==> src/rtl/mem_access_unit_if.sv <==
// mem_access_unit_if: CPU request/response and memory-controller command signals of the load/store unit
interface mem_access_unit_if;
    logic        req_valid;
    logic        req_ready;
    logic        req_write;
    logic [2:0]  req_funct3;
    logic [31:0] req_addr;
    logic [31:0] req_wdata;
    logic        resp_valid;
    logic [31:0] resp_rdata;
    logic        resp_fault;
    logic        mem_cmd_start;
    logic        mem_cmd_write;
    logic        mem_cmd_ready;
    logic [31:0] mem_addr;
    logic [31:0] mem_rdata;
    logic        mem_rdata_valid;
    logic [31:0] mem_wdata;

    modport master (
        input  req_valid, req_write, req_funct3, req_addr, req_wdata,
        input  mem_cmd_ready, mem_rdata, mem_rdata_valid,
        output req_ready, resp_valid, resp_rdata, resp_fault,
        output mem_cmd_start, mem_cmd_write, mem_addr, mem_wdata
    );

    modport slave (
        output req_valid, req_write, req_funct3, req_addr, req_wdata,
        output mem_cmd_ready, mem_rdata, mem_rdata_valid,
        input  req_ready, resp_valid, resp_rdata, resp_fault,
        input  mem_cmd_start, mem_cmd_write, mem_addr, mem_wdata
    );
endinterface

==> src/rtl/mem_access_unit.sv <==
// mem_access_unit: RV32I load/store front-end with sub-word extension and read-modify-write stores
module mem_access_unit (
    input  logic              clk,
    input  logic              reset,
    mem_access_unit_if.master bus
);
    typedef enum logic [2:0] {IDLE, RD_REQ, RD_WAIT, WR_REQ, RESP} state_t;

    state_t      r_state, w_next;
    logic        r_write, r_fault;
    logic [2:0]  r_funct3;
    logic [31:0] r_addr, r_wdata, r_rdata;
    logic        w_accept, w_rdv, w_illegal, w_misal, w_fault;
    logic [4:0]  w_sh;
    logic [15:0] w_lane;
    logic [31:0] w_mask, w_load, w_merge;

    assign w_accept  = r_state == IDLE && bus.req_valid;
    assign w_rdv     = r_state == RD_WAIT && bus.mem_rdata_valid;
    assign w_illegal = bus.req_write ? bus.req_funct3 > 3'd2
                                     : bus.req_funct3 == 3'd3 || bus.req_funct3 > 3'd5;
    assign w_misal   = (bus.req_funct3[1:0] == 2'b01 && bus.req_addr[0]) ||
                       (bus.req_funct3[1:0] == 2'b10 && bus.req_addr[1:0] != 2'b00);
    assign w_fault   = w_illegal || w_misal;

    // byte lane of the access within the fetched word
    assign w_sh    = {r_addr[1:0], 3'b000};
    assign w_lane  = 16'(bus.mem_rdata >> w_sh);
    assign w_load  = r_funct3 == 3'b000 ? {{24{w_lane[7]}}, w_lane[7:0]} :
                     r_funct3 == 3'b001 ? {{16{w_lane[15]}}, w_lane} :
                     r_funct3 == 3'b100 ? {24'd0, w_lane[7:0]} :
                     r_funct3 == 3'b101 ? {16'd0, w_lane} : bus.mem_rdata;
    assign w_mask  = (r_funct3[1:0] == 2'b00 ? 32'h0000_00FF : 32'h0000_FFFF) << w_sh;
    assign w_merge = (bus.mem_rdata & ~w_mask) | ((r_wdata << w_sh) & w_mask);

    always_ff @(posedge clk) begin
        if (reset)
            r_state <= IDLE;
        else
            r_state <= w_next;
    end

    always_comb begin
        w_next = r_state;
        case (r_state)
            IDLE:    if (bus.req_valid)
                         w_next = w_fault ? RESP :
                                  (bus.req_write && bus.req_funct3 == 3'b010) ? WR_REQ : RD_REQ;
            RD_REQ:  if (bus.mem_cmd_ready) w_next = RD_WAIT;
            RD_WAIT: if (bus.mem_rdata_valid) w_next = r_write ? WR_REQ : RESP;
            WR_REQ:  if (bus.mem_cmd_ready) w_next = RESP;
            default: w_next = IDLE;
        endcase
    end

    always_comb begin
        bus.req_ready     = r_state == IDLE;
        bus.resp_valid    = r_state == RESP;
        bus.resp_rdata    = r_state == RESP ? r_rdata : 32'd0;
        bus.resp_fault    = r_state == RESP && r_fault;
        bus.mem_cmd_start = r_state == RD_REQ || r_state == WR_REQ;
        bus.mem_cmd_write = r_state == WR_REQ;
        bus.mem_addr      = {r_addr[31:2], 2'b00};
        bus.mem_wdata     = r_wdata;
    end

    // r_wdata becomes the merged word once the read half of a sub-word store returns
    always_ff @(posedge clk) begin
        if (reset) begin
            r_write  <= 1'b0;
            r_funct3 <= 3'd0;
            r_addr   <= 32'd0;
            r_wdata  <= 32'd0;
            r_rdata  <= 32'd0;
            r_fault  <= 1'b0;
        end else if (w_accept) begin
            r_write  <= bus.req_write;
            r_funct3 <= bus.req_funct3;
            r_addr   <= bus.req_addr;
            r_wdata  <= bus.req_wdata;
            r_rdata  <= 32'd0;
            r_fault  <= w_fault;
        end else if (w_rdv) begin
            if (r_write)
                r_wdata <= w_merge;
            else
                r_rdata <= w_load;
        end
    end
endmodule

==> src/flat_wrapper.sv <==
// flat-port wrapper written by rule: the top's interface ports become plain ports
module mem_access_unit_flat 
  (clk, reset, bus_req_valid, bus_req_write, bus_req_funct3, bus_req_addr, bus_req_wdata, bus_mem_cmd_ready, bus_mem_rdata, bus_mem_rdata_valid, bus_req_ready, bus_resp_valid, bus_resp_rdata, bus_resp_fault, bus_mem_cmd_start, bus_mem_cmd_write, bus_mem_addr, bus_mem_wdata);
  mem_access_unit_if bus_i ();
  input  logic clk;
  input  logic reset;
  input wire logic [$bits(bus_i.req_valid)-1:0] bus_req_valid;
  input wire logic [$bits(bus_i.req_write)-1:0] bus_req_write;
  input wire logic [$bits(bus_i.req_funct3)-1:0] bus_req_funct3;
  input wire logic [$bits(bus_i.req_addr)-1:0] bus_req_addr;
  input wire logic [$bits(bus_i.req_wdata)-1:0] bus_req_wdata;
  input wire logic [$bits(bus_i.mem_cmd_ready)-1:0] bus_mem_cmd_ready;
  input wire logic [$bits(bus_i.mem_rdata)-1:0] bus_mem_rdata;
  input wire logic [$bits(bus_i.mem_rdata_valid)-1:0] bus_mem_rdata_valid;
  output wire logic [$bits(bus_i.req_ready)-1:0] bus_req_ready;
  output wire logic [$bits(bus_i.resp_valid)-1:0] bus_resp_valid;
  output wire logic [$bits(bus_i.resp_rdata)-1:0] bus_resp_rdata;
  output wire logic [$bits(bus_i.resp_fault)-1:0] bus_resp_fault;
  output wire logic [$bits(bus_i.mem_cmd_start)-1:0] bus_mem_cmd_start;
  output wire logic [$bits(bus_i.mem_cmd_write)-1:0] bus_mem_cmd_write;
  output wire logic [$bits(bus_i.mem_addr)-1:0] bus_mem_addr;
  output wire logic [$bits(bus_i.mem_wdata)-1:0] bus_mem_wdata;
  assign bus_i.req_valid = bus_req_valid;
  assign bus_i.req_write = bus_req_write;
  assign bus_i.req_funct3 = bus_req_funct3;
  assign bus_i.req_addr = bus_req_addr;
  assign bus_i.req_wdata = bus_req_wdata;
  assign bus_i.mem_cmd_ready = bus_mem_cmd_ready;
  assign bus_i.mem_rdata = bus_mem_rdata;
  assign bus_i.mem_rdata_valid = bus_mem_rdata_valid;
  assign bus_req_ready = bus_i.req_ready;
  assign bus_resp_valid = bus_i.resp_valid;
  assign bus_resp_rdata = bus_i.resp_rdata;
  assign bus_resp_fault = bus_i.resp_fault;
  assign bus_mem_cmd_start = bus_i.mem_cmd_start;
  assign bus_mem_cmd_write = bus_i.mem_cmd_write;
  assign bus_mem_addr = bus_i.mem_addr;
  assign bus_mem_wdata = bus_i.mem_wdata;
  mem_access_unit u_core (.clk(clk), .reset(reset), .bus(bus_i));
endmodule
==> config.mk <==
export PLATFORM = sky130hd
export DESIGN_NAME = mem_access_unit_flat
export DESIGN_NICKNAME = d
export VERILOG_FILES = /design/src/rtl/mem_access_unit_if.sv /design/src/rtl/mem_access_unit.sv /design/src/flat_wrapper.sv
export SDC_FILE = /design/constraint.sdc
export NUM_CORES = 1
export LEC_CHECK = 0
export ABC_AREA = 1
export ABC_CLOCK_PERIOD_IN_PS = 3700
export CAP_MARGIN = 25
export CORE_ASPECT_RATIO = 1.25
export CORE_MARGIN = 2
export CORE_UTILIZATION = 49
export CTS_CLUSTER_DIAMETER = 40
export DETAILED_ROUTE_END_ITERATION = 10
export PLACE_DENSITY = 0.94
export REMOVE_ABC_BUFFERS = 1
export SKIP_LAST_GASP = 1
export SLEW_MARGIN = 20
export SYNTH_ARGS = -nofsm -noshare
export SYNTH_HDL_FRONTEND = slang
export SYNTH_SLANG_ARGS = --single-unit
export TNS_END_PERCENT = 5
==> constraint.sdc <==
create_clock -name clk -period 3.7 [get_ports clk]
set_input_delay 0.74 -clock clk [delete_from_list [all_inputs] [get_ports clk]]
set_output_delay 0.74 -clock clk [all_outputs]
set_load 0.01 [all_outputs]
==> impl_metrics.toml <==
[cells_and_area]
final_area_mm2 = 0.007815
nFillCells = 989
drive_gt1_share_pct = 5.578
layout.cells.non_filler = 1142
fin_nets = 1105
layout_commonest_cell = "clkdlybuf4s50_1"
syn_to_final_growth_pct = 35.37
fin_util_pct = 67.60
n_antenna_cell = 0
mostFrequentLayoutCells = "clkdlybuf4s50_1, nand2_1, a21oi_1"

[setup_path]
crit_chain = "inv_1 > nor3_1 > inv_1 > nor2_1 > clkdlybuf4s50_1"
cp_max_fo = 33
rrSetupSlack_ps = 1200
timing.rr.start = "u_core.r_addr[1]"
cp_data_arrival_time_ps = 2470
criticalPathCategory = "flip-flop to output pin"
worst_setup_path_start_kind = "flip-flop"
cp-end-kind = "output pin"
crit_path_frequent_cell = "inv_1"
reg2reg_to = "u_core.r_rdata[4]"
crit_slowest_cell = "clkdlybuf4s50_1"
max_stage_delay_ps = 570
r2r_cells = 4
crit_required_ps = 2960

[timing]
tightest_slew_ps = 1029
finalSetupTns_ps = 0
slew_headroom_pct = 31.16
slew_violations = 0
rsz0062_at_grt = "no"
period_needed_ps = 3210
finalHoldViolCount = 0
finalCritPeriodShare_pct = 86.77
finalSetupViolCount = 0
fmax_mhz = 311.5
fin_skew_ps = 7.442
fin_hold_ws_ps = 465.5

[global_routing]
first_global_vias = 6017
grt_usage_pct = 29.38
antenna_found_initial = 0
grt_pass1_wl_mm = 29.83
grt_start_max_net_pins = 43
grt.overflow.total = 0

[die]
die_w_um = 101.1
design.die.area_mm2 = 0.01267
start_util_pct = 49.94
core-area_mm2 = 0.01156
core.rowCount = 44
ios = 206
die_h_um = 125.4

[synthesis]
yosys.area.top_type = "dfxtp_1"
synth_edf_count = 0
syn_area_mm2 = 0.005773
synthDominantCellAreaShare_pct = 36.06
syn_avg_cell_area_um2 = 6.674
synth_ff_type = "dfxtp_1"
async_flop_share_pct = 0
ys_seq_elements = 104
synth_top_cells_by_area = "dfxtp_1, nand2_1, a21oi_1"
synth_cells = 865
ys_seq_area_share_pct = 36.06
ys_types = 32
yosys_warnings = 0

[power_and_ir_drop]
power.leakage_uw = 0.002992
power_density_mw_per_mm2 = 443.8
ir_drop_v = 0.0002285

[drt]
wirelength_mm = 18.89
ant_nets = 0
drc = 0
drtPass1Iterations = 6
vias = 6361
drt_iter0_markers = 681
post_drt_wl_per_cell_um = 16.54
vias_per_cell = 5.570

[placement]
placed_cells = 1127
port_buffers = 203
place_hpwl_mm = 13.25
place.gp.congestion = 0.9110
post_dp_cell_area_mm2 = 0.007481

[min_path]
whs_endpoint = "u_core.r_addr[7]"
hold_path_startpoint = "u_core.r_addr[7]"
hp-class = "flip-flop to flip-flop"
hold_depth = 2

[clock_tree]
post-cts-setup-buffers = 0
cts.clk_slew.worst_paths_ps = 70
cts_max_level = 3
cts_hold_buffers = 0
cts_buffer_depth = 2
cts_made_buffers = 9
cts_root_buffer = "clkbuf_16"
cts_tree = "built"
post_cts_resized = 0
clock_sinks = 104
clock_latency_ps = 350

[outcome]
status = "complete, no violations"

[job]
cap_violations = 0
==> stage by stage <==
| step | worst slack (ps) | power, uW |
|---|---|---|
| 2_1_floorplan | 585.5 | 1868 |
| 3_3_place_gp | 950.1 | 2355 |
| 3_5_place_dp | 866.5 | 2379 |
| 4_1_cts | 476.1 | 3456 |
| 5_1_grt | 322.1 | 3615 |
| 6_report | 489.6 | 3469 |
==> final cells by class <==
cell class / instances / area, um2 / area share [%]
clock buffer: 9 / 225.2 / 2.882
multi-input combinational: 596 / 2824 / 36.14
sequential: 104 / 2082 / 26.64
timing repair buffer: 213 / 2107 / 26.96
inverter: 76 / 295.3 / 3.778
tap: 138 / 172.7 / 2.209
clock inverter: 6 / 108.9 / 1.393
==> critical path: cells and delay by family, from the launching register on <==
kind / cells / cell delay (ps)
and+or+nand+nor: 2 / 550
buffers and inverters: 3 / 1110
DFF: 1 / 440
==> power by group <==
part | internal [uW] | total, uW | switching (uW)
Sequential | 1220 | 1300 | 83.1
Clock | 657 | 1090 | 430
Combinational | 458 | 1080 | 621
==> routing by layer <==
layer  GRT usage, %  vias up  wire, um
met5              0        -         0
met4          15.02        0       817
met3          3.466       65      1548
met2          49.40      344      9302
met1          36.49     2869      7222
li1               -     3083         -
==> logic make-up after synthesis <==
logic type	count (synthesis)	share of synthesized area (%)
other cells	1	0.06496
buf+inv	166	15.08
compound gates	268	25.16
flops	104	36.06
simple gates	326	23.62
==> worst max path at each step <==
stage                                 start                 end  slack [ps]
after global routing      u_core.r_state[2]  bus_resp_rdata[12]         320
final                     u_core.r_state[2]  bus_resp_rdata[22]         490
after floorplan               bus_req_valid           flip-flop         590
after CTS                 u_core.r_state[2]  bus_resp_rdata[22]         480
after global placement    u_core.r_state[2]  bus_resp_rdata[14]         950
after detailed placement  u_core.r_state[2]  bus_resp_rdata[22]         870
==> Yosys cell counts (9+ instances only) <==
library cell	n
nand2_1	192
a21oi_1	137
dfxtp_1	104
o21ai_0	78
inv_1	67
nor2_1	64
nand3_1	43
buf_4	40
o211ai_1	32
buf_2	22
clkbuf_1	19
o21ai_1	9
(Power assumes the default switching activity.)
